--- config.mk ---
export PLATFORM = sky130hd
export DESIGN_NAME = conv_accum
export DESIGN_NICKNAME = d
export VERILOG_FILES = /design/src/rtl/conv_accum_pkg.sv /design/src/rtl/conv_accum_sat_shift.sv /design/src/rtl/conv_accum.sv
export SDC_FILE = /design/constraint.sdc
export NUM_CORES = 1
export LEC_CHECK = 0
export BUFFER_PORTS_ARGS = -buffer_cell sky130_fd_sc_hd__clkbuf_2
export CAP_MARGIN = 40
export CORE_MARGIN = 5
export CORE_UTILIZATION = 45
export CTS_CLUSTER_DIAMETER = 150
export DETAILED_ROUTE_END_ITERATION = 8
export GPL_ROUTABILITY_DRIVEN = 0
export PLACE_DENSITY = 0.67
export SLEW_MARGIN = 20
export SYNTH_ARGS = -nofsm -noshare
export SYNTH_HDL_FRONTEND = slang
export SYNTH_SLANG_ARGS = --single-unit
--- constraint.sdc ---
create_clock -name clk -period 3.7 [get_ports clk]
set_input_delay 0.555 -clock clk [delete_from_list [all_inputs] [get_ports clk]]
set_output_delay 0.555 -clock clk [all_outputs]
set_load 0.03 [all_outputs]
--- src/rtl/conv_accum_pkg.sv ---
// ============================================================================
// Module : conv_accum_pkg
// Shared CNN constants and window-accumulator state encoding.
// Rev    : 1.0  initial release
// ============================================================================
`default_nettype none

package conv_accum_pkg;

  localparam int c_taps_default  = 9;
  localparam int c_acc_w_default = 13;
  localparam int c_shift_default = 0;

  typedef enum logic [0:0] {
    ST_ACCUM = 1'b0,
    ST_HOLD  = 1'b1
  } state_t;

endpackage

`default_nettype wire

--- src/rtl/conv_accum_sat_shift.sv ---
// ============================================================================
// Module : sat_shift
// Right-shifts an ACC_W-bit unsigned sum and saturates it to an 8-bit pixel.
// Rev    : 1.0  initial release
// ============================================================================
`default_nettype none

module sat_shift #(
  parameter int ACC_W = 13,
  parameter int SHIFT = 0
) (
  input  logic [ACC_W-1:0] sum,
  output logic [7:0]       pix
);

  logic [ACC_W-1:0] w_shifted;

  always_comb begin
    w_shifted = sum >> SHIFT;
    pix       = (w_shifted > ACC_W'(255)) ? 8'hFF : w_shifted[7:0];
  end

endmodule

`default_nettype wire

--- src/rtl/conv_accum.sv ---
// ============================================================================
// Module : conv_accum
// Sums TAPS products plus a per-window bias, then shifts/saturates to a pixel.
// Rev    : 1.0  initial release
// ============================================================================
`default_nettype none

module conv_accum
  import conv_accum_pkg::*;
#(
  parameter int TAPS  = c_taps_default,
  parameter int ACC_W = c_acc_w_default,
  parameter int SHIFT = c_shift_default
) (
  input  logic       clk,
  input  logic       rst,
  input  logic [7:0] in_data,
  input  logic       in_valid,
  output logic       in_ready,
  input  logic [7:0] bias,
  input  logic       clear,
  output logic [7:0] out_data,
  output logic       out_valid,
  input  logic       out_ready,
  output logic       busy
);

  localparam int CNT_W = $clog2(TAPS);

  state_t           r_state;
  state_t           w_state_nxt;
  logic [CNT_W-1:0] r_tap_cnt;
  logic [ACC_W-1:0] r_acc;
  logic [7:0]       r_out_data;

  logic             w_accept;
  logic             w_last;
  logic [ACC_W-1:0] w_sum;
  logic [7:0]       w_pix;

  // Outputs depend on registered state only.
  assign in_ready  = (r_state == ST_ACCUM);
  assign out_valid = (r_state == ST_HOLD);
  assign out_data  = r_out_data;
  assign busy      = (r_tap_cnt != '0) || (r_state == ST_HOLD);

  assign w_accept = in_valid && (r_state == ST_ACCUM) && !clear;
  assign w_last   = (r_tap_cnt == CNT_W'(TAPS - 1));
  assign w_sum    = ((r_tap_cnt == '0) ? ACC_W'(bias) : r_acc) + ACC_W'(in_data);

  sat_shift #(
    .ACC_W (ACC_W),
    .SHIFT (SHIFT)
  ) u_sat_shift (
    .sum (w_sum),
    .pix (w_pix)
  );

  always_comb begin
    w_state_nxt = r_state;
    case (r_state)
      ST_ACCUM: if (w_accept && w_last) w_state_nxt = ST_HOLD;
      ST_HOLD:  if (clear || out_ready) w_state_nxt = ST_ACCUM;
      default:  w_state_nxt = ST_ACCUM;
    endcase
  end

  always_ff @(posedge clk) begin
    if (!rst) begin
      r_state    <= ST_ACCUM;
      r_tap_cnt  <= '0;
      r_acc      <= '0;
      r_out_data <= '0;
    end else begin
      r_state <= w_state_nxt;
      if (r_state == ST_ACCUM) begin
        if (clear) begin
          r_tap_cnt <= '0;
          r_acc     <= '0;
        end else if (w_accept) begin
          r_acc <= w_sum;
          if (w_last) begin
            r_tap_cnt  <= '0;
            r_out_data <= w_pix;
          end else begin
            r_tap_cnt <= r_tap_cnt + CNT_W'(1);
          end
        end
      end
    end
  end

endmodule

`default_nettype wire

==> results of run 1 <==
## synthesized netlist by cell type (3+ instances only)
cell type / count
nand2_1: 44
dfxtp_1: 26
o21ai_0: 24
a21oi_1: 16
nor2_1: 11
ha_1: 10
and2_1: 9
inv_1: 9
nor2b_1: 9
xor2_1: 6
nand3_1: 4
a31oi_1: 3
clkbuf_1: 3
nor3_1: 3
## final cells by class
cell class	instances	area, um2	share of cell area, %
inverters	9	33.78	1.638
clock buffers	3	41.29	2.002
clock inverters	1	30.03	1.456
well taps	48	60.06	2.913
flip-flops and latches	26	520.5	25.24
multi-input cells	183	1171	56.80
repair buffers	38	205.2	9.951
## cell families after synthesis
| logic type | after synthesis | synth area share [%] |
|---|---|---|
| XOR/XNOR | 8 | 4.012 |
| buffers and inverters | 14 | 3.152 |
| flip-flops | 26 | 29.80 |
| multiplexers | 1 | 0.5731 |
| adder cells (fa/ha/maj) | 11 | 8.310 |
| AND/OR/NAND/NOR | 93 | 26.79 |
| AO/OA/AOI/OAI | 70 | 27.36 |
## flip-flops by register name, summed over array words and instances, names as in the netlist
| name | count |
|---|---|
| out_data | 8 |
| out_valid | 1 |
| r_acc | 13 |
| r_tap_cnt | 4 |
## power groups by stage
| stage | clock network [mW] | logic, mW | registers, mW |
|---|---|---|---|
| after global routing | 0.261 | 0.181 | 0.291 |
| after detailed placement | 0 | 0.160 | 0.297 |
| after CTS | 0.249 | 0.161 | 0.290 |
| final | 0.242 | 0.160 | 0.290 |
| after floorplan | 0 | 0.114 | 0.296 |
| after global placement | 0 | 0.159 | 0.297 |
## routing by layer
metal  vias up  part of all wire (%)  GRT usage, %
met3         4                   3.8         3.463
met1       755                    49         23.50
li1        871                     -             -
met2        26                    46         30.64
met4         0                  0.96         3.132
met5         -                     0             0
## timing repair
| action | in CTS | in global routing |
|---|---|---|
| buffers inserted | 0 | 1 |
| hold buffers | 0 | 0 |
| endpoints found under the setup margin | 0 | 8 |
| resized for setup | 0 | 0 |
## layout by cell type, fill, tap and decap left out, drive strengths merged, types with 3 or more instances in the layout
cell / instances
nand3: 4
a21oi: 16
a31oi: 3
nand2: 45
a22oi: 3
o21ai: 26
nor3b: 3
nor3: 3
and2: 10
dfxtp: 26
clkbuf: 34
ha: 10
nor2: 11
xor2: 6
a211oi: 3
nor2b: 9
inv: 9
buf: 7
## through the flow
| step | worst slack, ns | hold slack [ns] | instance area, um2 | power (mW) | instances |
|---|---|---|---|---|---|
| after global routing | 0.07410 | 0.5420 | 2062 | 0.7340 | 308 |
| after floorplan | 0.4245 | 0.4412 | 1747 | 0.4099 | 223 |
| final | 0.3410 | 0.4946 | 2062 | 0.6930 | 308 |
| after detailed placement | 0.2151 | 0.4995 | 1983 | 0.4566 | 303 |
| after CTS | 0.1499 | 0.5132 | 2054 | 0.7006 | 307 |
| after global placement | 0.2965 | 0.4558 | 1978 | 0.4559 | 302 |
## critical path: stages (launching register included)
cell	delay (ns)
dfxtp_1	0.35
inv_1	0.07
ha_1	0.16
nor3b_1	0.33
nand2_1	0.09
nand2_1	0.07
ha_1	0.19
inv_1	0.06
fa_1	0.39
nand2b_1	0.19
a211oi_2	0.30
o21ai_0	0.22
mux2i_1	0.19
a2111oi_4	0.33
buf_4	0.22
a21oi_1	0.07
## worst paths after layout
kind         slack (ns)    startpoint          end
min                0.49      r_acc[7]     r_acc[7]
min reg2reg        0.49      r_acc[7]     r_acc[7]
max reg2reg        0.34  r_tap_cnt[0]  out_data[2]
max                0.34  r_tap_cnt[0]  out_data[2]
==> reports/metrics.cfg, run 1 <==
[critical_path]
start_kind=register
path_max_fanout=7
cp_data_arrival_time_ns=3.53
rr_worst_depth=15
worstSetupEndpointType=register
path_class=reg -> reg
cp.required_ns=3.87

[sta]
setup_viol=0
rsz0062_at_grt=no
slew_viol_final=0
layout_min_cycle_time_ns=3.359
final.setup.tns_ns=0
max_slew_margin_pct=60.92
skew_ns=0.005176
fin_crit_sh_pct=90.78
hold_viol_final=0
fmax_mhz=297.7
tightestPinTransition_ns=0.5840

[power]
clkPwrFrac_pct=35.0
power_frac_comb_pct=23.1
irDropWorstVdd_mv=0.3045
leakagePower_nw=0.8886
internal_power_uw=494.3
pwr-share-seq_pct=41.9
p_sw_share_pct=28.67
p_per_area_nw_per_um2=336.1
p_switching_uw=198.7

[placed_design]
post-dp-hpwl_um=3323
io_buffers=31

[run]
max-cap-violations=0

[die]
die_x_um=72.30
row_count=22
die_area_um2=5227
die_height_um=72.30
core_area_um2=3716
initial_core_util_pct=47.00
boundaryPins=32

[clocking]
cts_root_buffer=clkbuf_8
cts_sinks=26
cts_tree=yes
path_clk_slew_ns=0.10
clockBufferDepth=2
clock_latency_ns=0.28
htree_levels=1
cts_inserted_buffers=3

[global_routing]
grt_overflow=0
grt_max_degree=27
grt_pass1_vias=1595
antenna_found_initial=0
grt_pass1_wl_um=7410
grt.total_usage_pct=17.89

[worst_hold_path]
worstHoldPathCells=2
holdCritPathClass=reg -> reg

[layout]
fillers=380
post-route-util_pct=55.49
drive_gt1_share_pct=20.38
diodes=0
area_delta_synth_final_pct=18.05
nets=293

[run_status]
status=complete, no violations

[synth]
synth_top_area_share_pct=29.80
synth_seq_area_share_pct=29.80
synthCells=223
synth_area_leaders=dfxtp_1 (30%), nand2_1 (9.5%), ha_1 (7.2%)
ys_ff_latch=26
syn_nets=255
async_flop_share_pct=0
ys_types=48
avgSynthCellArea_um2=7.833
synth_area_um2=1747
yosysTopAreaCell=dfxtp_1
ys.flop_type=dfxtp_1
synth-edff-count=0
synth_warnings=0

[drt]
drcViolationCount=0
drtPass1Iterations=4
detail-route-antenna-nets=0
drt-total-wl_um=4358
routedWlPerCell_um=14.15
vias=1656
drtIter0Drc=79
drt-vias-per-instance=5.377

(Power assumes the default switching activity.)
==> run 2, diff against run 1 <==
--- a/config.mk
+++ b/config.mk
@@ -8,11 +8,11 @@
 export BUFFER_PORTS_ARGS = -buffer_cell sky130_fd_sc_hd__clkbuf_2
 export CAP_MARGIN = 40
 export CORE_MARGIN = 5
-export CORE_UTILIZATION = 45
+export CORE_UTILIZATION = 55
 export CTS_CLUSTER_DIAMETER = 150
 export DETAILED_ROUTE_END_ITERATION = 8
 export GPL_ROUTABILITY_DRIVEN = 0
-export PLACE_DENSITY = 0.67
+export PLACE_DENSITY = 0.79
 export SLEW_MARGIN = 20
 export SYNTH_ARGS = -nofsm -noshare
 export SYNTH_HDL_FRONTEND = slang
==> run 2 against run 1 <==
Effect of this change:
- final area shrank 1.8%
- power decreased by 6.2%
- register-to-register slack about the same
- global-route usage is 2.4 points higher
- critical path depth did not move
- die area shrank 16%
- worst setup slack got worse by 0.012 ns
- sequential power hardly changed
- clock power decreased by 18%
- maximum frequency decreased by 0.34%
==> reports/metrics.cfg, run 2 (synthesis gave the netlist of run 1 again) <==
[clocking]
path_clk_slew_ns=0.16
clock_latency_ns=0.33
clockBufferDepth=2
cts_sinks=26
cts_root_buffer=clkbuf_4
cts_tree=yes
htree_levels=1
hold_buffers=0
cts_inserted_buffers=3

[layout]
nets=291
drive_gt1_share_pct=19.77
area_delta_synth_final_pct=15.97
fin_area_um2=2026
mostFrequentLayoutCells=nand2_1 (44), clkbuf_2 (31), dfxtp_1 (26), o21ai_0 (23), a21oi_1 (16)
top_register=r_acc
post-route-util_pct=66.35
diodes=0
largest_register_ffs=13
final_common_cell=nand2_1

[sta]
setup_ws_ns=0.3295
hold_viol_final=0
layout_min_cycle_time_ns=3.370
slew_viol_final=0
fin_crit_sh_pct=91.09
rsz0062_at_grt=no
skew_ns=0.01570
setup_viol=0
tightestPinTransition_ns=0.5683
fmax_mhz=296.7
final.setup.tns_ns=0
max_slew_margin_pct=61.86

[power]
p_sw_share_pct=29.52
leakagePower_nw=0.8709
pwr-share-seq_pct=44.7
irDropWorstVdd_mv=0.2141
clkPwrFrac_pct=30.5
internal_power_uw=458.3
power_frac_comb_pct=24.8
p_switching_uw=192.0
p_per_area_nw_per_um2=321.0

[placed_design]
post-dp-hpwl_um=3170
pre_cts_ws_ns=0.1565
dpl_cell_area_um2=1966
io_buffers=31

[drt]
drcViolationCount=0
routedWlPerCell_um=13.86
vias=1709
drtPass1Iterations=4
drt-total-wl_um=4187
drtIter0Drc=133
drt-vias-per-instance=5.659
detail-route-antenna-nets=0

[die]
row_count=20
core_area_um2=3053
initial_core_util_pct=57.21
die_x_um=66.36
die_area_um2=4403
boundaryPins=32
die_height_um=66.36

[critical_path]
worstSetupEndpointType=register
cp.required_ns=3.94
path_class=reg -> reg
cp_data_arrival_time_ns=3.61
start_kind=register
path_max_fanout=14

[worst_hold_path]
holdCritPathClass=reg -> reg

[global_routing]
grt.total_usage_pct=20.32
grt_overflow=0
grt_pass1_wl_um=7038
grt_pass1_vias=1536
grt_max_degree=27
antenna_found_initial=0

[run_status]
status=complete, no violations

[run]
max-cap-violations=0

## run 2: cell count changes in the layout (fill, tap and decap cells not counted)
cell,before,now
clkbuf_4,0,3
o21ai_0,24,23
buf_4,6,5
o21ai_1,1,2
clkbuf_8,3,0
buf_2,1,0
## run 2: final timing paths
kind                                    from     endpoint  slack [ns]  cells after the start
worst max-delay path            r_tap_cnt[0]  out_data[3]        0.33                     15
worst min-delay path                r_acc[7]     r_acc[7]        0.48                      2
worst max register to register  r_tap_cnt[0]  out_data[3]        0.33                     15
worst min register to register      r_acc[7]     r_acc[7]        0.48                      2
## run 2: power groups by stage
| stage | Clock (mW) | Combinational, mW | Sequential [mW] |
|---|---|---|---|
| floorplan | 0 | 0.114 | 0.296 |
| global placement | 0 | 0.157 | 0.297 |
| detailed placement | 0 | 0.159 | 0.297 |
| CTS | 0.203 | 0.160 | 0.290 |
| global route | 0.212 | 0.179 | 0.292 |
| finish | 0.199 | 0.161 | 0.291 |
## run 2: final cells by class
cell class / count / area, um2
clock buffers: 3 / 22.52
clock inverters: 1 / 30.03
fillers: 275 / 1027
inverters: 9 / 33.78
multi-input cells: 183 / 1171
flip-flops and latches: 26 / 520.5
well taps: 44 / 55.05
repair buffers: 36 / 192.7
## run 2: repair_timing
| action | CTS | global route |
|---|---|---|
| buffers inserted | 0 | 1 |
| endpoints found under the setup margin | 0 | 8 |
| resized for setup | 0 | 0 |
## run 2: stage by stage
step	hold slack [ns]	cells	total power, mW
2_1_floorplan	0.4412	223	0.4099
3_3_place_gp	0.4579	296	0.4537
3_5_place_dp	0.4579	297	0.4555
4_1_cts	0.4769	301	0.6535
5_1_grt	0.5036	302	0.6831
6_report	0.4770	302	0.6503
## run 2: critical path: stages (launching register included)
cell	delay [ns]
dfxtp_1	0.41
inv_1	0.06
ha_1	0.20
or3b_4	0.35
nand2_1	0.07
nand2_1	0.07
ha_1	0.18
inv_1	0.06
fa_1	0.39
nand2b_1	0.18
a211oi_2	0.30
o21ai_0	0.22
mux2i_1	0.19
a2111oi_4	0.30
buf_4	0.21
a21oi_1	0.08
## run 2: layer usage
layer	wire [um]	vias to the layer above	track usage, %
met5	0	-	0
met4	48	0	5.838
met3	145	6	2.891
met2	1831	45	30.86
met1	2161	796	29.47
li1	-	862	-
==> run 3, diff against run 2 <==
--- a/config.mk
+++ b/config.mk
@@ -13,6 +13,7 @@
 export DETAILED_ROUTE_END_ITERATION = 8
 export GPL_ROUTABILITY_DRIVEN = 0
 export PLACE_DENSITY = 0.79
+export SETUP_SLACK_MARGIN = 0.4
 export SLEW_MARGIN = 20
 export SYNTH_ARGS = -nofsm -noshare
 export SYNTH_HDL_FRONTEND = slang
==> run 3 against run 2 <==
Effect of this change:
- first-iteration DRC count shrank 9.8%
- worst setup slack improved by 0.18 ns
- global-route usage rose by 1.1 points
- register-to-register slack improved by 0.18 ns
- die area is the same
- combinational power grew 32%
- non-clock buffer count up 10
- critical path depth grew 1
- via count is 4.9% higher
- utilization grew 7.3 points
==> reports/metrics.cfg, run 3 (synthesis gave the netlist of run 1 again) <==
[sta]
slew_viol_final=0
tightestPinTransition_ns=0.5751
rsz0062_at_grt=no
setup_viol=0
fin_crit_sh_pct=86.24
holdWs_ns=0.4751
max_slew_margin_pct=61.40
layout_min_cycle_time_ns=3.191
fmax_mhz=313.4
hold_viol_final=0
final.setup.tns_ns=0
skew_ns=0.008521

[placed_design]
dpl_cell_area_um2=1966
io_buffers=31
post-dp-hpwl_um=3170
dp_cells=297

[global_routing]
grt.total_usage_pct=21.41
grt_pass1_wl_um=7396
grt_overflow=0
grt_pass1_vias=1601
antenna_found_initial=0
grt_max_degree=27

[critical_path]
path_class=reg -> reg
cp_data_arrival_time_ns=3.42
path_max_fanout=6
startpoint=r_tap_cnt[1]
r2r-start=r_tap_cnt[1]
cp.required_ns=3.93
worstSetupEndpointType=register
start_kind=register

[clocking]
cts_root_buffer=clkbuf_4
clockBufferDepth=2
cts_sinks=26
htree_levels=1
hold_buffers=0
cts_inserted_buffers=3
cts_tree=yes
clock_latency_ns=0.33
path_clk_slew_ns=0.15

[layout]
top_register=r_acc
fin_area_um2=2248
final_common_cell=nand2_1
diodes=0
stdcell_count=312
largest_register_ffs=13
fillers=236
nets=301
drive_gt1_share_pct=28.73
area_delta_synth_final_pct=28.73
mostFrequentLayoutCells=nand2_1 (43), clkbuf_2 (31), dfxtp_1 (24), o21ai_0 (22), a21oi_1 (15)

[die]
boundaryPins=32
core_area_um2=3053
die_x_um=66.36
die_area_um2=4403
initial_core_util_pct=57.21
die_height_um=66.36
row_count=20

[run]
max-cap-violations=0

[power]
p_per_area_nw_per_um2=312.2
irDropWorstVdd_mv=0.2201
leakagePower_nw=0.9570
power.total_uw=702.0

[drt]
vias=1792
drcViolationCount=0
drt-total-wl_um=4654
routedWlPerCell_um=14.92
drtIter0Drc=120
drt-vias-per-instance=5.744
detail-route-antenna-nets=0
drtPass1Iterations=4

[run_status]
status=complete, no violations

[worst_hold_path]
worstHoldStart=r_acc[7]
holdCritPathClass=reg -> reg

run 3: cell types whose count changed in the layout (fill, tap and decap cells not counted), moves of 2 or more:
| cell | before | now |
|---|---|---|
| dfxtp_1 | 26 | 24 |
| dfxtp_2 | 0 | 2 |
| ha_4 | 0 | 4 |
| buf_4 | 5 | 13 |
| nand2_4 | 0 | 2 |
| ha_1 | 10 | 5 |
run 3: final cells by class:
cell class                 instances  area (um2)  share of cell area (%)
multi-input combinational        183        1300                   57.82
sequential                        26       523.0                   23.26
timing repair buffer              46       284.0                   12.63
tap                               44       55.05                   2.449
inverter                           9       33.78                   1.503
clock inverter                     1       30.03                   1.336
clock buffer                       3       22.52                   1.002
run 3: critical path: stages, from the launching register on:
cell and delay [ns]:
dfxtp_2 0.38, inv_1 0.05, ha_1 0.19, or3b_4 0.28, nand2_1 0.06, nand2_1 0.06, ha_2 0.20, inv_1 0.06
fa_2 0.36, nand2b_4 0.17, a211oi_4 0.24, buf_4 0.17, a2bb2oi_4 0.17, xnor2_1 0.11, a2111oi_4 0.33, buf_4 0.21
a21oi_1 0.07
run 3: path summary, 6_finish.rpt:
path	to	slack [ns]	cells past startpoint
worst min-delay path	r_acc[7]	0.48	2
worst max-delay path	out_data[6]	0.51	16
worst max register to register	out_data[6]	0.51	16
worst min register to register	r_acc[7]	0.48	2
run 3: per-layer routing:
| metal | global-route usage (%) | up-vias | share of wire, % |
|---|---|---|---|
| li1 | - | 884 | - |
| met5 | 0 | - | 0 |
| met4 | 6.091 | 0 | 1.0 |
| met1 | 30.18 | 835 | 45 |
| met3 | 2.891 | 6 | 6.1 |
| met2 | 33.71 | 67 | 47 |
run 3: metrics by stage:
stage               util (%)  setup WS (ns)
floorplan                  -         0.4245
global route           73.65         0.3460
finish                 73.65         0.5091
global placement       64.14         0.2691
CTS                    68.61         0.4875
detailed placement     64.39         0.1565
run 3: timing repair:
item | 4_1_cts | 5_1_grt
gates resized for setup | 3 | 23
pin swaps | 2 | 5
setup endpoints to repair | 8 | 8
cloned | 0 | 0
setup buffers | 7 | 4
run 3: where the power goes:
part | internal (mW) | leakage [nW] | switching (mW) | total [mW]
logic | 0.0938 | 0.718 | 0.119 | 0.213
clock network | 0.110 | 0.0279 | 0.0891 | 0.199
registers | 0.287 | 0.211 | 0.00394 | 0.291
